<file path="src/rtl/fdsti_min_sched.sv">
`timescale 1ns/1ps
`default_nettype none
// ============================================================================
//  Module   : fdsti_min_sched
//  Purpose  : Drains the per-FDSSI source FIFOs into the per-FDSTI target
//             FIFOs. Every cycle it picks the source head with the smallest
//             FDSTI (ties go to the lowest source index). It re-tags that
//             entry with its source index and pushes it to the target FIFO
//             addressed by the low FDSTI bits. One drain pass runs per
//             in_finish pulse, and done pulses when the pass is complete.
//  Ports    : clk, rst (sync, active-high)
//             in_finish                         start a drain pass (IDLE only)
//             addr_valid/addr_ready/addr        source FIFO heads / pops
//             m_addr_valid/m_addr_ready/m_addr  target FIFO pushes
//             busy, done, moved_cnt, range_err  status
//  Macro    : FDSTI_RANGE_CHECK_EN - drop popped entries whose FDSTI does not
//             address a target, and flag them in sticky range_err.
//  Revision : 1.0  initial release
// ============================================================================
module fdsti_min_sched #(
    parameter int O_SAM_WIDTH   = 2,
    parameter int O_TAM_WIDTH   = 2,
    parameter int I_FDSTI_WIDTH = 28,
    parameter int I_FDSSI_WIDTH = 12,
    parameter int AWIDTH        = 32,
    parameter int CNT_WIDTH     = 16
) (
    input  logic                                                    clk,
    input  logic                                                    rst,
    input  logic                                                    in_finish,
    input  logic [(2**O_SAM_WIDTH)-1:0]                             addr_valid,
    output logic [(2**O_SAM_WIDTH)-1:0]                             addr_ready,
    input  logic [(2**O_SAM_WIDTH)*(I_FDSTI_WIDTH+2*AWIDTH)-1:0]    addr,
    output logic [(2**O_TAM_WIDTH)-1:0]                             m_addr_valid,
    input  logic [(2**O_TAM_WIDTH)-1:0]                             m_addr_ready,
    output logic [(2**O_TAM_WIDTH)*(I_FDSSI_WIDTH+2*AWIDTH)-1:0]    m_addr,
    output logic                                                    busy,
    output logic                                                    done,
    output logic [CNT_WIDTH-1:0]                                    moved_cnt,
    output logic                                                    range_err
);

    localparam int NS = 2**O_SAM_WIDTH;
    localparam int IW = I_FDSTI_WIDTH + 2*AWIDTH;
    localparam int OW = I_FDSSI_WIDTH + 2*AWIDTH;
    localparam int PW = 2*AWIDTH;

    typedef enum logic [1:0] {
        S_IDLE = 2'd0,
        S_RUN  = 2'd1,
        S_DONE = 2'd2
    } state_t;

    state_t state;
    state_t state_nxt;

    // Minimum-FDSTI selection across valid heads
    logic [O_SAM_WIDTH-1:0]   sel_idx;
    logic [I_FDSTI_WIDTH-1:0] sel_key;
    logic [PW-1:0]            sel_pay;
    logic                     any_v;

    // Single-entry output register
    logic                     ovld;
    logic [O_TAM_WIDTH-1:0]   odst;
    logic [OW-1:0]            odata;

    logic                     is_run;
    logic                     drain;
    logic                     pop;
    logic                     key_ok;
    logic                     accept;
    logic [I_FDSSI_WIDTH-1:0] fdssi_ext;

    // Strict less-than while scanning upward keeps the lowest index on ties.
    always_comb begin
        sel_idx = '0;
        sel_key = '0;
        sel_pay = '0;
        any_v   = 1'b0;
        for (int i = 0; i < NS; i++) begin
            if (addr_valid[i] &&
                (!any_v || (addr[i*IW+PW +: I_FDSTI_WIDTH] < sel_key))) begin
                any_v   = 1'b1;
                sel_idx = O_SAM_WIDTH'(i);
                sel_key = addr[i*IW+PW +: I_FDSTI_WIDTH];
                sel_pay = addr[i*IW +: PW];
            end
        end
    end

    assign is_run = (state == S_RUN);
    assign drain  = ovld & m_addr_ready[odst];
    // Popping in the same cycle as the drain refills the register without a bubble.
    assign pop    = is_run & any_v & (~ovld | drain);

`ifdef FDSTI_RANGE_CHECK_EN
    assign key_ok = ((sel_key >> O_TAM_WIDTH) == '0);
`else
    assign key_ok = 1'b1;
`endif
    // An out-of-range entry is still popped so that the pass can finish.
    assign accept = pop & key_ok;

    always_comb begin
        fdssi_ext                  = '0;
        fdssi_ext[O_SAM_WIDTH-1:0] = sel_idx;
    end

    always_ff @(posedge clk) begin
        if (rst) begin
            state     <= S_IDLE;
            ovld      <= 1'b0;
            odst      <= '0;
            odata     <= '0;
            moved_cnt <= '0;
        end else begin
            state <= state_nxt;
            if (accept) begin
                ovld  <= 1'b1;
                odst  <= sel_key[O_TAM_WIDTH-1:0];
                odata <= {fdssi_ext, sel_pay};
            end else if (drain) begin
                ovld  <= 1'b0;
            end
            if ((state == S_IDLE) && in_finish) begin
                moved_cnt <= '0;
            end else if (drain) begin
                moved_cnt <= moved_cnt + 1'b1;
            end
        end
    end

`ifdef FDSTI_RANGE_CHECK_EN
    always_ff @(posedge clk) begin
        if (rst) begin
            range_err <= 1'b0;
        end else if (pop && !key_ok) begin
            range_err <= 1'b1;
        end
    end
`else
    assign range_err = 1'b0;
`endif

    // The pass ends once every source is empty and the held entry has left.
    always_comb begin
        state_nxt = state;
        case (state)
            S_IDLE:  if (in_finish) state_nxt = S_RUN;
            S_RUN:   if (!any_v && !ovld) state_nxt = S_DONE;
            S_DONE:  state_nxt = S_IDLE;
            default: state_nxt = S_IDLE;
        endcase
    end

    assign busy = (state == S_RUN);
    assign done = (state == S_DONE);

    always_comb begin
        addr_ready          = '0;
        addr_ready[sel_idx] = pop;
        m_addr_valid        = '0;
        m_addr_valid[odst]  = ovld;
        m_addr              = '0;
        if (ovld) begin
            m_addr[int'(odst)*OW +: OW] = odata;
        end
    end

endmodule
`default_nettype wire

</file>
<file path="config.mk">
export PLATFORM = sky130hd
export DESIGN_NAME = fdsti_min_sched
export DESIGN_NICKNAME = d
export VERILOG_FILES = /design/src/rtl/fdsti_min_sched.sv
export SDC_FILE = /design/constraint.sdc
export NUM_CORES = 1
export LEC_CHECK = 0
export ABC_CLOCK_PERIOD_IN_PS = 33100
export CAP_MARGIN = 5
export CORE_AREA = 2 2 275 277
export DETAILED_ROUTE_END_ITERATION = 12
export DIE_AREA = 0 0 277 279
export GPL_TIMING_DRIVEN = 0
export PLACE_DENSITY = 0.42
export SLEW_MARGIN = 25
export SYNTH_ARGS = -nofsm -noshare
export SYNTH_HDL_FRONTEND = slang
export SYNTH_SLANG_ARGS = --single-unit
</file>
<file path="constraint.sdc">
create_clock -name clk -period 33.1 [get_ports clk]
set_input_delay 6.62 -clock clk [delete_from_list [all_inputs] [get_ports clk]]
set_output_delay 6.62 -clock clk [all_outputs]
set_load 0.01 [all_outputs]
</file>
# ---- Word level (Yosys, flattened, before mapping)
# Cells that the tools add are included.
dict set report totals {
  register_bits 87
  input_bits 379
  elab_cells 75
}
dict set report op_classes {
  add_sub_neg 2
  n_mul 1
  magnitude_cmp 7
  eq_ne 4
  shifts 2
  muxes 27
  n_bitwise 8
  reduce_logical 19
}
# op n
set op_table {}
lappend op_table {{AND 304 bit} 1}
lappend op_table {{2-to-1 mux 304 bit} 1}
lappend op_table {{variable shift 76 x 33 -> 304 bit (first input constant)} 1}
lappend op_table {{variable part select 76 x 33 -> 304 bit} 1}
lappend op_table {{2-to-1 mux 64 bit} 4}
lappend op_table {{< comparator 28 bit} 3}
lappend op_table {{2-to-1 mux 28 bit} 3}
lappend op_table {{negation 9 -> 33 bit} 1}
lappend op_table {{adder 16 x 1 -> 16 bit (second input constant)} 1}
lappend op_table {{2-to-1 mux 1 bit} 10}
lappend op_table {{2-to-1 mux 2 bit} 5}
lappend op_table {{AND 4 bit} 2}
lappend op_table {{logical AND 1 bit} 7}
lappend op_table {{multiplier 2 x 5 -> 7 bit (second input constant)} 1}
lappend op_table {{< comparator 2 x 3 -> 1 bit (second input constant)} 2}
lappend op_table {{logical NOT 1 bit} 5}
lappend op_table {{demux 1 bit (select 2 bit)} 2}
lappend op_table {{greater-or-equal comparator 2 x 1 -> 1 bit (second input constant)} 2}
lappend op_table {{one-hot mux 2 bit (2 select lines)} 1}
lappend op_table {{AND 1 bit} 3}
lappend op_table {{logical OR 1 bit} 3}
lappend op_table {{binary-select mux 1 bit (select 2 bit)} 1}
lappend op_table {{equality test 2 x 1 -> 1 bit (second input constant)} 1}
lappend op_table {{equality test 2 bit (second input constant)} 1}
lappend op_table {{8 further kinds} 8}

# ---- Depth between registers and ports, before layout
dict set report logic_depth {
  depth_word 18
  mapped_depth 39
  mapped_depth_nobuf 28
}

# ---- Least setup slack after synthesis
# OpenSTA, ideal clock, no wires.
dict set report synth_timing {
  path_kind {in2out}
  start {in addr_valid[0]}
  end {out addr_ready[0]}
  t_arrival_ns 14.111
  slack_ns 12.369
  stages 38
  path_buffers 10
  cell_sequence {clkbuf_1 -> buf_1 -> nand2_1 -> ha_1 -> a211oi_1 -> o22ai_1 -> a31o_1 -> o21a_1 -> o21ai_1 -> clkbuf_1 -> clkbuf_1 -> nor2_1 -> a21oi_1 -> ha_1 -> and3_1 -> o21ai_1 -> o2111ai_1 -> nor4_2 -> [... 2 more ...] -> buf_2 -> clkbuf_1 -> clkbuf_1 -> clkbuf_1 -> nand2_1 -> o21ai_0 -> ha_1 -> nand4_1 -> or3_1 -> nand3_1 -> a221o_1 -> o211ai_1 -> nor4_1 -> a311o_1 -> buf_2 -> buf_4 -> nand2_1 -> a2111oi_0}
}
dict set report synth_via {
  elab_chain_cells 18
  word_cells_on_any_way 30
  classes_between {5 x order compare; 12 x mux; 3 x bitwise; 10 x reduce/logical}
}
# item line
set synth_lines {}
lappend synth_lines {{from (decl)} 31} ;# input logic [(2**O_SAM_WIDTH)-1:0] addr_valid,
lappend synth_lines {{2-to-1 mux 28 bit or 2-to-1 mux 1 bit (tied branches)} 82} ;# if (addr_valid[i] &&
lappend synth_lines {{< comparator 28 bit or logical NOT 1 bit (tied branches)} 83} ;# (!any_v || (addr[i*IW+PW +: I_FDSTI_WIDTH] < sel_key))) begin
lappend synth_lines {{logical OR 1 bit} 83}
lappend synth_lines {{logical AND 1 bit} 82}
lappend synth_lines {{2-to-1 mux 28 bit or 2-to-1 mux 1 bit (tied branches)} 82}
lappend synth_lines {{< comparator 28 bit or logical NOT 1 bit (tied branches)} 83}
lappend synth_lines {{logical OR 1 bit} 83}
lappend synth_lines {{logical AND 1 bit} 82}
lappend synth_lines {{[... 2 more ...]} -}
lappend synth_lines {{logical OR 1 bit} 83}
lappend synth_lines {{logical AND 1 bit} 82}
lappend synth_lines {{2-to-1 mux 2 bit} 82}
lappend synth_lines {{< comparator 2 x 3 -> 1 bit (not written as such) or greater-or-equal comparator 2 x 1 -> 1 bit (tied branches)} 162} ;# addr_ready[sel_idx] = pop;
lappend synth_lines {{logical AND 1 bit (not written as such)} 162}
lappend synth_lines {{2-to-1 mux 1 bit (not written as such)} 162}
lappend synth_lines {{demux 1 bit (select 2 bit)} 162}
lappend synth_lines {{AND 4 bit (no line) *} -}
lappend synth_lines {{to (decl)} 32} ;# output logic [(2**O_SAM_WIDTH)-1:0] addr_ready,
# Mark *: on every way between the ends. The rest lies on a longest branch, timed or not.

# ---- Worst setup path in the final report
# Same ends and word-level chain as after synthesis.

==> results.cfg <==
[die]
io_pins = 710
dieArea_mm2 = 0.0773
initial_core_util_pct = 18.4
die_x_um = 277
fp-row-count = 100
die_h_um = 279
core_area_mm2 = 0.0741

[logic_synthesis]
synth_cell_type_count = 69
synth_area_mm2 = 0.0136
synth_top_cell_area_share_pct = 12.8
ys_warn_count = 0
ys_top_cells_by_count = nor2_1 (424), nand2_1 (336), clkbuf_1 (144), a21oi_1 (137), o21ai_0 (99)
ys.flop_type = dfxtp_1
netlist_top_cells_area = dfxtp_1 (13%), nor2_1 (12%), nand2_1 (9.2%)
yosysMostFrequentCell = nor2_1
synth_edf_count = 0
synth_fp_nets = 2567
yosys_register_bits = 87
yosys.area.top_type = dfxtp_1
yosysSeqAreaShare_pct = 12.8
avgSynthCellArea_um2 = 6.49
async_flop_share_pct = 0
syn_inst = 2101

[detailed_routing]
drtIter0Drc = 1753
wire_per_inst_um = 33.9
vias = 20500
first_pass_iters = 6
postRouteAntennaNets = 0
drc_errors = 0
drt-total-wl_mm = 129
drt-vias-per-instance = 5.39

[sta]
hold_viol = 0
worst_pin_slew_ns = 1.21
report.final.slew_viol_count = 0
maxSlewHeadroom_pct = 19.1
skew_ns = 0.0136
setup_tns_ns = 0
rsz0062_at_grt = no
fmax_mhz = 38.5
finalCritPeriodShare_pct = 78.4
setup_viol = 0
min_period_ns = 25.96

[worst_setup_path]
worstRegToRegCells = 7
cp-start-kind = input port
worstPathArrival_ns = 19.34
r2r-start = odst[0]$_SDFFE_PP0P_
crit_family = buffers and inverters
r2r-end = odst[0]$_SDFFE_PP0P_
slowest_delay_ns = 0.74
cp-end-kind = primary output
crit_top_cell = clkbuf_1
crit_type = in -> out
crit_fanout = 10
r2r_setup_slack_ns = 28.99
crit_buf_inv = 12
required_ns = 26.48
cp_slowest_cell = a2111oi_2

[global_route]
grt-ovfl-total = 0
grt_pass1_vias = 21000
antenna_found_initial = 29
grt_pass1_wl_mm = 173
grtUsageTotal_pct = 31.9
grt_max_degree = 15

[worst_hold_path]
holdPathEnd = state[0]$_SDFFE_PP0P_
worstHoldStart = state[1]$_SDFFE_PP0P_
whs_path_depth = 1
worstHoldPathType = reg -> reg

[clocking]
clk_latency_ns = 0.37
path_clk_slew_ns = 0.06
root_buffer = clkbuf_16
clock_path_buffers = 2
hold_buffers = 0
cts_sinks = 87
cts_buffers = 9
ctsResizeCount = 0
htree_levels = 3
cts_setup_buffers = 0
cts_tree = built

[final_layout]
nNetsFinal = 3286
drive_gt1_share_pct = 4.00
stdcell_area_mm2 = 0.0223
area_delta_synth_final_pct = 63.5
nFillCells = 8155

[power]
vdd_drop_max_v = 0.0000285
leakage_uw = 0.00740
power_density_mw_per_mm2 = 36.5
finalPower_uw = 815

[place]
placed_area_mm2 = 0.0220
numPortBuffers = 707
dp_hpwl_mm = 111
place.gp.congestion = 1.00

[status]
status = complete, no violations

[flow_run]
drv_cap = 0
==> area by class of cell <==
cell class                 instances  area [um^2]  area share (%)
buffer                           204          818            3.67
tap                              969         1210            5.44
inverter                          27          101           0.454
clock buffer                      11          233            1.04
sequential                        87         1740            7.81
timing repair buffer             708         7080            31.8
multi-input combinational       1783        11000            49.4
clock inverter                     5         82.6           0.370
antenna                            6         15.0          0.0673
==> cells by family after synthesis <==
family | share of synthesized area, %
simple gates | 29.1
compound gates | 33.0
buf+inv | 6.72
fa+ha+maj | 7.98
flops | 12.8
mux | 9.49
xor+xnor | 0.963
other cells | 0.0275
==> worst reg2reg max path, delay by kind of cell, from the launching register on <==
| family | cells | cell delay [ns] |
|---|---|---|
| buf+inv | 5 | 3.01 |
| simple gates | 1 | 0.11 |
| compound gates | 1 | 0.25 |
| flops | 1 | 0.64 |
==> metrics by stage <==
stage               cells  hold slack [ns]  util (%)  setup WS (ns)
floorplan            2101            0.446         -          12.37
global placement     3777            0.482      29.6           6.25
detailed placement   3778            0.492      29.7           7.00
CTS                  3794            0.508      30.1           6.94
global route         3795            0.537      30.1           6.49
finish               3800            0.507      30.1           7.14
==> cell usage in the layout (no fill, tap or decap), types with 21 or more instances in the layout <==
cell             instances
ha_1                    87
o21ai_0                 98
clkdlybuf4s50_1        707
buf_1                   37
a22oi_1                 86
a21oi_1                136
a311oi_1                73
nor2_1                 423
inv_1                   25
o211ai_1                75
nand3_1                 32
dfxtp_1                 87
o22ai_1                 38
nand2_1                336
nor2b_1                 27
clkbuf_1               144
a211oi_1                23
and2_1                  21
mux4_2                  46
==> sequential cells by signal (all words and copies together) (netlist names) <==
name,count
moved_cnt,16
odata,66
odst,2
ovld,1
state,2
==> power by group <==
| part | switching, uW | internal (uW) |
|---|---|---|
| Combinational | 385 | 180 |
| Sequential | 23.8 | 115 |
| Clock | 45.4 | 66.3 |
| Total | 454 | 361 |
==> worst max path at each step <==
stage	from	to	depth (start not counted)
after detailed placement	addr_valid[0]	addr_ready[0]	38
after CTS	addr_valid[0]	addr_ready[0]	38
after global placement	addr_valid[0]	addr_ready[0]	40
after global routing	addr_valid[0]	addr_ready[0]	39
after floorplan	addr_valid[0]	addr_ready[0]	38
final	addr_valid[0]	addr_ready[0]	39
==> layer usage <==
layer	wire (um)	vias to the layer above	track usage (%)	share of wire [%]
met4	6510	40	14.8	5.1
li1	-	9126	-	-
met2	65600	1108	59.4	51
met5	279	-	0	0.22
met1	48200	9967	34.5	37
met3	8390	244	6.56	6.5
(Power assumes the default switching activity.)
==> patch, RTL diff (same flow settings) <==
Put one more register stage on the output `moved_cnt`, without a reset. The value now appears one clock later. The other outputs are not delayed to match.
--- a/src/rtl/fdsti_min_sched.sv
+++ b/src/rtl/fdsti_min_sched.sv
@@ -51,4 +51,6 @@
         S_DONE = 2'd2
     } state_t;
+
+    logic [CNT_WIDTH-1:0] moved_cnt_s0;
 
     state_t state;
@@ -114,5 +116,5 @@
             odst      <= '0;
             odata     <= '0;
-            moved_cnt <= '0;
+            moved_cnt_s0 <= '0;
         end else begin
             state <= state_nxt;
@@ -125,7 +127,7 @@
             end
             if ((state == S_IDLE) && in_finish) begin
-                moved_cnt <= '0;
+                moved_cnt_s0 <= '0;
             end else if (drain) begin
-                moved_cnt <= moved_cnt + 1'b1;
+                moved_cnt_s0 <= moved_cnt_s0 + 1'b1;
             end
         end
@@ -169,4 +171,8 @@
     end
 
+    always_ff @(posedge clk) begin
+        moved_cnt <= moved_cnt_s0;
+    end
+
 endmodule
 `default_nettype wire
Behaviour: not the same (Yosys sat finds a counterexample within 4 cycles, from zero or initial values and one cycle with rst high).
==> patch against the unedited design <==
Final area up 1.1%; utilization grew 0.34 points; sequential power increased by 14%; clock skew grew 0.0030 ns; area after synthesis grew 1.8%; critical path depth up 2; power is 3.1% higher; sequential cell count grew 16; setup slack worse by 0.30 ns; wire length fell by 4.1%; count of clock-buffer cells in the layout is 2 lower; non-clock buffer count shrank 3.
==> patch: results (changes against the unedited design) <==
Sequential share of cell area -> 9.14% (+1.3 points)
Post-synthesis average cell area -> 6.61 um^2 (+1.9%)
Total GRT Usage -> 30.7% (-1.3 points)
Multi-Input Combinational -> 1782 (-0.056%)
Nets -> 3285 (-0.030%)
Max stage delay on crit path -> 0.81 ns (+0.07 ns)
Hold path depth -> 0 (-1)
Top cells by count, synth -> nor2_1, nand2_1, clkbuf_1
Arr. time, crit path -> 19.64 ns (+0.30 ns)
Peak supply drop -> 0.0235 mV (-18%)
Clock Skews -> 0.0166 ns (+0.00300 ns)
Metal3 WL -> 8130 um (-3.1%)
Met2 WL -> 61400 um (-6.4%)
PwrDens -> 37.2 nW/um^2 (+1.9%)
Syn_nets -> 2566 (-0.039%)
Seq/Total Area, Yosys -> 14.8% (+2.1 points)
Status -> finished clean
DR WL/cell -> 32.5 um (-4.1%)
Via/cell ratio -> 5.37 (-0.43%)
Layout cells sized above 1 -> 4.04% (+0.037 points)
Share of power burned in registers -> 18.9% (+1.9 points)
Switching Fraction -> 55.7% (about the same)
Multi-input combinational area share -> 48.9% (-0.52 points)
Synth cell types -> 63 (-8.7%)
Slowest cell on crit path -> clkbuf_1
Antenna diode count -> 8 (+2)
Top Registers -> odata: 66 flops, moved_cnt: 16 flops, moved_cnt_s0: 16 flops
Worst-path clk slew -> 0.09 ns (+0.03 ns)
Lkg Pwr -> 7.54 nW (+2.0%)
Largest net degree at the start of global routing -> 23 (+8)
Routability congestion estimate -> 0.988 (-1.6%)
First-pass GRT wire length -> 168000 um (-3.1%)
Drt first pass iters -> 5 (-1)
Non-clock buffers, area share -> 34.9% (-0.54 points)
Hold Crit Endpoint -> moved_cnt[15]
Synth Register Bits -> 103 (+18%)
## patch: changes by cell type in the layout (fill, tap and decap cells not counted), moves of 10 or more
cell / unedited run / this run
nand2_1: 336 / 283
and2_1: 21 / 43
buf_1: 37 / 27
inv_1: 25 / 14
dfxtp_1: 87 / 103
a221oi_1: 1 / 69
o211ai_1: 75 / 8
or3_1: 9 / 72
nor2_1: 423 / 475
a22oi_1: 86 / 18
nor3_1: 17 / 33
## patch: how the worst max path moves through the flow
stage / from / to / slack (ns) / cells after the start
2_1_floorplan: addr_valid[0] / addr_ready[0] / 12.60 / 39
3_3_place_gp: addr_valid[0] / addr_ready[0] / 6.32 / 41
3_5_place_dp: addr_valid[0] / addr_ready[0] / 6.39 / 40
4_1_cts: addr_valid[0] / addr_ready[0] / 6.33 / 40
5_1_grt: addr_valid[0] / addr_ready[0] / 5.75 / 40
6_report: addr_valid[0] / addr_ready[0] / 6.84 / 41
## patch: cell families after synthesis
logic type	Yosys count	share of synthesized area [%]
other	1	0.0270
AND/OR/NAND/NOR	1023	32.0
flip-flops	103	14.8
buffers and inverters	215	6.06
AO/OA/AOI/OAI	585	28.6
multiplexers	74	9.89
XOR/XNOR	12	0.757
adder cells (fa/ha/maj)	87	7.84
## patch: through the flow
| stage | instance area [um^2] | setup slack [ns] | utilization (%) |
|---|---|---|---|
| after global routing | 22500 | 5.75 | 30.4 |
| final | 22600 | 6.84 | 30.4 |
| after CTS | 22500 | 6.33 | 30.4 |
| after global placement | 22200 | 6.32 | 29.9 |
| after detailed placement | 22200 | 6.39 | 30.0 |
| after floorplan | 13900 | 12.60 | - |
## patch: metal layers
layer,GRT usage (%),up-vias
li1,-,9145
met1,34.5,9926
met2,55.6,1076
met3,6.15,229
met4,13.8,26
met5,0,-
